--- src/rtl/riscv_pkg.sv ---
// Shared RISC-V decode constants.
//   Opcode encodings (instr[6:0]) and the immediate-format classification
//   used by the decode stage and its immediate generator.
package riscv_pkg;

  localparam logic [6:0] OP_LUI    = 7'b0110111;
  localparam logic [6:0] OP_AUIPC  = 7'b0010111;
  localparam logic [6:0] OP_JAL    = 7'b1101111;
  localparam logic [6:0] OP_JALR   = 7'b1100111;
  localparam logic [6:0] OP_BRANCH = 7'b1100011;
  localparam logic [6:0] OP_LOAD   = 7'b0000011;
  localparam logic [6:0] OP_STORE  = 7'b0100011;
  localparam logic [6:0] OP_IMM    = 7'b0010011;
  localparam logic [6:0] OP_OP     = 7'b0110011;

  typedef enum logic [2:0] {
    FMT_NONE,
    FMT_I,
    FMT_S,
    FMT_B,
    FMT_U,
    FMT_J
  } imm_fmt_e;

  // Unlisted opcodes (including OP) carry no immediate.
  function automatic imm_fmt_e imm_fmt(input logic [6:0] opcode);
    imm_fmt_e fmt;
    case (opcode)
      OP_LOAD, OP_IMM, OP_JALR: fmt = FMT_I;
      OP_STORE:                 fmt = FMT_S;
      OP_BRANCH:                fmt = FMT_B;
      OP_LUI, OP_AUIPC:         fmt = FMT_U;
      OP_JAL:                   fmt = FMT_J;
      default:                  fmt = FMT_NONE;
    endcase
    return fmt;
  endfunction

endpackage

--- src/rtl/imm_gen.sv ---
// Immediate generator (combinational).
//   instr : 32-bit instruction word
//   imm   : 32-bit immediate, sign-extended from instr[31]
module imm_gen
  import riscv_pkg::*;
(
  input  logic [31:0] instr,
  output logic [31:0] imm
);

  always_comb begin
    imm = '0;
    case (imm_fmt(instr[6:0]))
      FMT_I:   imm = {{20{instr[31]}}, instr[31:20]};
      FMT_S:   imm = {{20{instr[31]}}, instr[31:25], instr[11:7]};
      FMT_B:   imm = {{19{instr[31]}}, instr[31], instr[7], instr[30:25], instr[11:8], 1'b0};
      FMT_U:   imm = {instr[31:12], 12'b0};
      FMT_J:   imm = {{11{instr[31]}}, instr[31], instr[19:12], instr[20], instr[30:21], 1'b0};
      default: imm = '0;
    endcase
  end

endmodule

--- src/rtl/id_ex_stage.sv ---
// Decode / operand-fetch stage feeding the ID/EX pipeline register.
//   clk, rst                  : clock (rising edge), async active-high reset
//   id_valid/id_instr/id_pc   : instruction held in IF/ID
//   rf_a1, rf_a2              : register file read addresses (rs1, rs2)
//   rf_rs1_data, rf_rs2_data  : register file read data
//   mem_*                     : MEM-stage writer (bypass source, load hazard source)
//   wb_*                      : WB-stage writer (bypass source)
//   flush                     : EX redirect, kills the decode this cycle
//   stall_out                 : hold PC and IF/ID (unbypassable RAW hazard)
//   ex_*                      : ID/EX pipeline register contents
module id_ex_stage
  import riscv_pkg::*;
#(
  parameter int unsigned WORD_SIZE = 32
) (
  input  logic                 clk,
  input  logic                 rst,
  input  logic                 id_valid,
  input  logic [31:0]          id_instr,
  input  logic [WORD_SIZE-1:0] id_pc,
  output logic [4:0]           rf_a1,
  output logic [4:0]           rf_a2,
  input  logic [WORD_SIZE-1:0] rf_rs1_data,
  input  logic [WORD_SIZE-1:0] rf_rs2_data,
  input  logic                 mem_reg_write,
  input  logic                 mem_is_load,
  input  logic [4:0]           mem_rd,
  input  logic [WORD_SIZE-1:0] mem_result,
  input  logic                 wb_reg_write,
  input  logic [4:0]           wb_rd,
  input  logic [WORD_SIZE-1:0] wb_data,
  input  logic                 flush,
  output logic                 stall_out,
  output logic                 ex_valid,
  output logic [WORD_SIZE-1:0] ex_pc,
  output logic [WORD_SIZE-1:0] ex_rs1_val,
  output logic [WORD_SIZE-1:0] ex_rs2_val,
  output logic [WORD_SIZE-1:0] ex_imm,
  output logic [4:0]           ex_rd,
  output logic [6:0]           ex_opcode,
  output logic [2:0]           ex_funct3,
  output logic                 ex_funct7b5,
  output logic                 ex_reg_write,
  output logic                 ex_is_load,
  output logic                 ex_is_store
);

  logic [6:0]           opcode;
  logic [4:0]           rs1, rs2, rd;
  logic                 rs1_used, rs2_used;
  logic                 writes_rd;
  logic [31:0]          imm32;
  logic [WORD_SIZE-1:0] imm_ext;
  logic [WORD_SIZE-1:0] rs1_val, rs2_val;
  logic                 hz;

  assign opcode = id_instr[6:0];
  assign rs1    = id_instr[19:15];
  assign rs2    = id_instr[24:20];
  assign rd     = id_instr[11:7];
  assign rf_a1  = rs1;
  assign rf_a2  = rs2;

  assign rs1_used  = !(opcode == OP_LUI || opcode == OP_AUIPC || opcode == OP_JAL);
  assign rs2_used  = (opcode == OP_OP || opcode == OP_STORE || opcode == OP_BRANCH);
  assign writes_rd = !(opcode == OP_STORE || opcode == OP_BRANCH) && (rd != 5'd0);

  imm_gen u_imm_gen (
    .instr (id_instr),
    .imm   (imm32)
  );

  assign imm_ext = WORD_SIZE'($signed(imm32));

  // A non-load MEM result is newer than WB, which is newer than the RF read.
  function automatic logic [WORD_SIZE-1:0] resolve(
    input logic [4:0]           rs,
    input logic [WORD_SIZE-1:0] rf_data,
    input logic                 m_we,
    input logic                 m_ld,
    input logic [4:0]           m_rd,
    input logic [WORD_SIZE-1:0] m_res,
    input logic                 w_we,
    input logic [4:0]           w_rd,
    input logic [WORD_SIZE-1:0] w_dat
  );
    logic [WORD_SIZE-1:0] val;
    if (rs == 5'd0)                            val = '0;
    else if (m_we && !m_ld && m_rd == rs)      val = m_res;
    else if (w_we && w_rd == rs)               val = w_dat;
    else                                       val = rf_data;
    return val;
  endfunction

  // Producer still in EX, or a load in MEM whose data is not yet available.
  function automatic logic src_hazard(
    input logic [4:0] rs,
    input logic       e_valid,
    input logic       e_we,
    input logic [4:0] e_rd,
    input logic       m_we,
    input logic       m_ld,
    input logic [4:0] m_rd
  );
    return (rs != 5'd0) &&
           ((e_valid && e_we && e_rd == rs) || (m_we && m_ld && m_rd == rs));
  endfunction

  always_comb begin
    rs1_val = resolve(rs1, rf_rs1_data, mem_reg_write, mem_is_load, mem_rd, mem_result,
                      wb_reg_write, wb_rd, wb_data);
    rs2_val = resolve(rs2, rf_rs2_data, mem_reg_write, mem_is_load, mem_rd, mem_result,
                      wb_reg_write, wb_rd, wb_data);
    hz = id_valid &&
         ((rs1_used && src_hazard(rs1, ex_valid, ex_reg_write, ex_rd,
                                  mem_reg_write, mem_is_load, mem_rd)) ||
          (rs2_used && src_hazard(rs2, ex_valid, ex_reg_write, ex_rd,
                                  mem_reg_write, mem_is_load, mem_rd)));
  end

  assign stall_out = hz && !flush;

  // Control flags are gated with validity on capture and cleared on bubbles,
  // so they read 0 whenever ex_valid is 0.
  always_ff @(posedge clk or posedge rst) begin
    if (rst) begin
      ex_valid     <= 1'b0;
      ex_pc        <= '0;
      ex_rs1_val   <= '0;
      ex_rs2_val   <= '0;
      ex_imm       <= '0;
      ex_rd        <= '0;
      ex_opcode    <= '0;
      ex_funct3    <= '0;
      ex_funct7b5  <= 1'b0;
      ex_reg_write <= 1'b0;
      ex_is_load   <= 1'b0;
      ex_is_store  <= 1'b0;
    end else if (flush || hz) begin
      ex_valid     <= 1'b0;
      ex_reg_write <= 1'b0;
      ex_is_load   <= 1'b0;
      ex_is_store  <= 1'b0;
    end else begin
      ex_valid     <= id_valid;
      ex_pc        <= id_pc;
      ex_rs1_val   <= rs1_used ? rs1_val : '0;
      ex_rs2_val   <= rs2_used ? rs2_val : '0;
      ex_imm       <= imm_ext;
      ex_rd        <= rd;
      ex_opcode    <= opcode;
      ex_funct3    <= id_instr[14:12];
      ex_funct7b5  <= id_instr[30];
      ex_reg_write <= id_valid && writes_rd;
      ex_is_load   <= id_valid && (opcode == OP_LOAD);
      ex_is_store  <= id_valid && (opcode == OP_STORE);
    end
  end

endmodule

--- config.mk ---
export PLATFORM = sky130hd
export DESIGN_NAME = id_ex_stage
export DESIGN_NICKNAME = d
export VERILOG_FILES = /design/src/rtl/riscv_pkg.sv /design/src/rtl/imm_gen.sv /design/src/rtl/id_ex_stage.sv
export SDC_FILE = /design/constraint.sdc
export NUM_CORES = 1
export LEC_CHECK = 0
export BUFFER_PORTS_ARGS = -buffer_cell sky130_fd_sc_hd__buf_2
export CAP_MARGIN = 20
export CORE_ASPECT_RATIO = 0.5
export CORE_MARGIN = 4
export CORE_UTILIZATION = 48
export DETAILED_ROUTE_END_ITERATION = 8
export PLACE_DENSITY = 0.82
export SYNTH_ARGS = -nofsm -noshare
export SYNTH_HDL_FRONTEND = slang
export SYNTH_SLANG_ARGS = --single-unit
--- constraint.sdc ---
create_clock -name clk -period 4.9 [get_ports clk]
set_input_delay 0.49 -clock clk [delete_from_list [all_inputs] [get_ports clk]]
set_output_delay 0.49 -clock clk [all_outputs]
set_load 0.01 [all_outputs]
==> out/results.txt <==
PnR worst setup slack -> 1910 ps
Post-DRT Antenna Nets -> 0
Seq pwr share -> 42.9%
Cell repeated most along the worst path -> sky130_fd_sc_hd__buf_4
Combinational Power Share -> 17.8%
Iteration count of the initial detailed-routing pass -> 5
Number of enable flip-flop cells after synthesis -> 0
Num CTS Buffers -> 17
Most used flip-flop cell after synthesis -> sky130_fd_sc_hd__dfrtp_1
Signal arrival time at the worst endpoint -> 3280 ps
Synthesis-stage register bit count -> 148
Largest cells by area after synthesis -> sky130_fd_sc_hd__dfrtp_1 (46%), sky130_fd_sc_hd__mux2_2 (12%), sky130_fd_sc_hd__a32o_1 (4.7%)
Routed via count -> 7,664
Pins Over Slew Limit -> 0
Gate count of the mapped netlist -> 758
Violation count after the first detailed-routing iteration -> 570
Final min period -> 2990 ps
Library cell occupying the most area in the post-synthesis netlist -> sky130_fd_sc_hd__dfrtp_1
Worst clock skew -> 10.5 ps
Power density over the cells -> 304 mW/mm2
Number of global-route vias before repair -> 7,654
Worst-case clock buffer depth -> 2
Weighted congestion reported at the end of routability-driven placement -> 0.995
Tightest Hold Check Type -> input pin to asynchronous set/reset pin
Setup repair after global routing missed its margin -> false
Post-layout total power -> 3.17 mW
Clock slew seen by the registers of the worst setup and hold paths -> 70 ps
Post-route design area -> 0.0105 mm2
F_max -> 334 MHz
Unique masters post-synth -> 55
HPWL reported at the end of detailed placement -> 19,800 um
Startpoint type of the worst setup path -> input pin
Height of the chip -> 99.8 um
Outcome -> finished clean
Slowest stage cell on the critical path -> sky130_fd_sc_hd__nand3_4
Proportion of synthesized chip area in sequential cells -> 45.8%
Wire length of the first global-routing pass -> 41,300 um
Fraction of power consumed by the clock network -> 39.4%
Number of setup buffers added after CTS -> 0
Maximum number of pins on one net before global-route repair -> 65
Number of hold buffers added after cts -> 0
CTS tree -> yes
Remaining global-route overflow -> 0
Share of Yosys cell area claimed by the top area cell type -> 45.8%
Clock Sinks -> 148
Layout-stage area growth over the synthesis result -> 29.2%
Worst-skew pair later-pin latency -> 410 ps
Std-Cell Rows -> 33
Final layout net count -> 1,294
Fill cell count -> 1,411
Worst-path maximum fanout -> 53
Port bufs -> 367
VDD IR max -> 224 uV
Setup slack on the worst flop-to-flop path -> 2240 ps
Maximum level of the CTS H-tree -> 4
DIE WIDTH -> 192 um
Final worst-path cycle share -> 61.1%
Full die area -> 0.0191 mm2
Number of DRC violations after detailed routing -> 0
I/O pin count -> 368
Final Setup Violations -> 0
Fraction of final layout cells with drive strength greater than 1 -> 47.1%
Standard cell area after detailed placement -> 0.00989 mm2
Type of the setup path with the least slack -> input pin to flip-flop
Final TNS setup -> 0 ps
Syn_nets -> 967
Dpl ws -> 1480 ps
Number of violations of the max-capacitance limit -> 0
Mean post-synth cell area -> 10.7 um2
Area of the mapped netlist -> 0.00809 mm2
Core region area -> 0.0164 mm2
Count of antenna diodes in the layout -> 0
Standby leakage power -> 5.36 nW
Quantity of gates resized following cts -> 0
Largest stage delay on the critical path -> 620 ps
Average wire length per cell after detail routing -> 20.3 um
Global routing usage summed across all routing layers -> 27.2%
Critical Path End Type -> flip-flop
Least-Margin Pin Slew -> 893 ps
YS warnings -> 0
Vias/cell -> 5.78
Critical path required time -> 5190 ps
Crit path cell chain -> buf_2, nor2b_2, and3_4, a311oi_4, buf_4, o211ai_4, nand3_4, buf_4, mux2_2
Total wire length -> 26,900 um
Int Pwr -> 2.30 mW
Number of antenna violations at the first check in global routing -> 1
Switching share of power -> 27.5%
Effective utilization at floorplan -> 49.2%
Worst Hold Slack -> 19.5 ps
Hold Fails Final Rpt -> 0
Clock root buffer master -> sky130_fd_sc_hd__clkbuf_16
Proportion of register bits with asynchronous set or reset after synthesis -> 100%
Max-slew headroom -> 40.5%
Net switching power of the design -> 874 uW
[per-layer routing]
metal	vias up	GRT usage, %	wire [um]
li1	3428	-	-
met1	3784	34.8	10800
met2	393	46.0	13300
met3	57	6.01	2120
met4	2	10.1	692
met5	-	0	13
[area by class of cell]
class	count	area (um2)	area share [%]
Inverter	27	106	1.02
Sequential cell	148	3700	35.4
Tap cell	227	284	2.72
Clock buffer	20	457	4.37
Clock inverter	12	103	0.982
Multi-Input combinational cell	508	3810	36.5
Timing Repair Buffer	383	1980	19.0
[cell usage after synthesis (2+ instances only)]
library cell / n
sky130_fd_sc_hd__mux2_4: 3
sky130_fd_sc_hd__nor3_1: 2
sky130_fd_sc_hd__nor4_1: 4
sky130_fd_sc_hd__buf_8: 3
sky130_fd_sc_hd__nand2_1: 73
sky130_fd_sc_hd__o21ai_0: 37
sky130_fd_sc_hd__a222oi_1: 2
sky130_fd_sc_hd__mux2i_1: 18
sky130_fd_sc_hd__buf_12: 2
sky130_fd_sc_hd__xnor2_1: 16
sky130_fd_sc_hd__or3_1: 32
sky130_fd_sc_hd__buf_4: 15
sky130_fd_sc_hd__buf_6: 10
sky130_fd_sc_hd__a22o_1: 5
sky130_fd_sc_hd__o22ai_1: 2
sky130_fd_sc_hd__a32o_1: 38
sky130_fd_sc_hd__inv_1: 26
sky130_fd_sc_hd__a211oi_1: 2
sky130_fd_sc_hd__nand3_1: 9
sky130_fd_sc_hd__a211o_1: 32
sky130_fd_sc_hd__o2111a_1: 2
sky130_fd_sc_hd__nand2b_1: 4
sky130_fd_sc_hd__clkbuf_1: 40
sky130_fd_sc_hd__a31oi_1: 33
sky130_fd_sc_hd__a21oi_1: 24
sky130_fd_sc_hd__dfrtp_1: 148
sky130_fd_sc_hd__nor2b_1: 7
sky130_fd_sc_hd__nand3b_1: 2
sky130_fd_sc_hd__buf_2: 4
sky130_fd_sc_hd__mux2_2: 84
sky130_fd_sc_hd__nand4_1: 5
sky130_fd_sc_hd__nor2_1: 11
sky130_fd_sc_hd__and3_1: 34
sky130_fd_sc_hd__xor2_1: 8
[flip-flops by register name, summed over array words and instances, names as in the netlist]
register / flops
ex_is_store: 1
ex_valid: 1
ex_rs2_val: 32
ex_rd: 5
ex_opcode: 7
ex_reg_write: 1
ex_imm: 32
ex_pc: 32
ex_rs1_val: 32
ex_is_load: 1
ex_funct3: 3
ex_funct7b5: 1
[cell families (layout without fill, tap and decap cells)]
group | after synthesis | count (layout) | synth area share, %
AO/OA/AOI/OAI | 183 | 183 | 16.9
XOR/XNOR | 24 | 24 | 2.60
multiplexers | 105 | 105 | 14.5
flip-flops | 148 | 148 | 45.8
AND/OR/NAND/NOR | 196 | 196 | 13.0
buffers and inverters | 102 | 442 | 7.25
[path summary, 6_finish.rpt]
check / start / end / depth (start not counted)
worst max register to register: ex_rd[1] / ex_rs1_val[5] / 7
worst min-delay path: rst / ex_imm[29] / 2
min in group clk: id_pc[8] / ex_pc[8] / 2
max in group asynchronous: rst / ex_rs1_val[16] / 3
worst max-delay path: id_instr[5] / ex_rs1_val[5] / 9
worst min register to register: ex_imm[9] / ex_imm[9] / 1
[stage by stage]
stage                     util [%]  instances
after detailed placement      60.2       1293
final                         63.6       1325
after global placement        60.2       1293
after global routing          63.6       1325
after CTS                     63.6       1325
after floorplan                  -        758
[power by group through the flow]
stage / Clock [mW] / Combinational, mW / Sequential (mW)
floorplan: 0 / 0.266 / 1.42
global placement: 0 / 0.550 / 1.37
detailed placement: 0 / 0.564 / 1.38
CTS: 1.28 / 0.566 / 1.36
global route: 1.33 / 0.610 / 1.37
finish: 1.25 / 0.564 / 1.36
[placed cells by master (no fill, tap or decap), drive strengths merged, types with 2 or more instances in the layout]
cell / instances
or3: 33
a211o: 32
clkinv: 7
and2: 2
clkbuf: 20
nand4: 5
nand2b: 4
nand3: 10
dfrtp: 148
mux2: 87
nand2: 73
o211ai: 2
o22ai: 2
and4: 2
a32o: 38
o2111a: 2
a22o: 5
a222oi: 2
mux2i: 18
inv: 30
nand3b: 2
xnor2: 16
a211oi: 2
xor2: 8
a21oi: 24
nor4: 5
and3: 36
nor2b: 8
nor3: 2
nor2: 12
a31oi: 33
o21ai: 37
buf: 383
[critical path, delay by kind of cell]
| family | cells | cell delay [ps] |
|---|---|---|
| mux | 1 | 370 |
| simple gates | 3 | 1050 |
| buf+inv | 3 | 920 |
| compound gates | 2 | 420 |
Note: power is estimated with default switching activity, not from simulation.
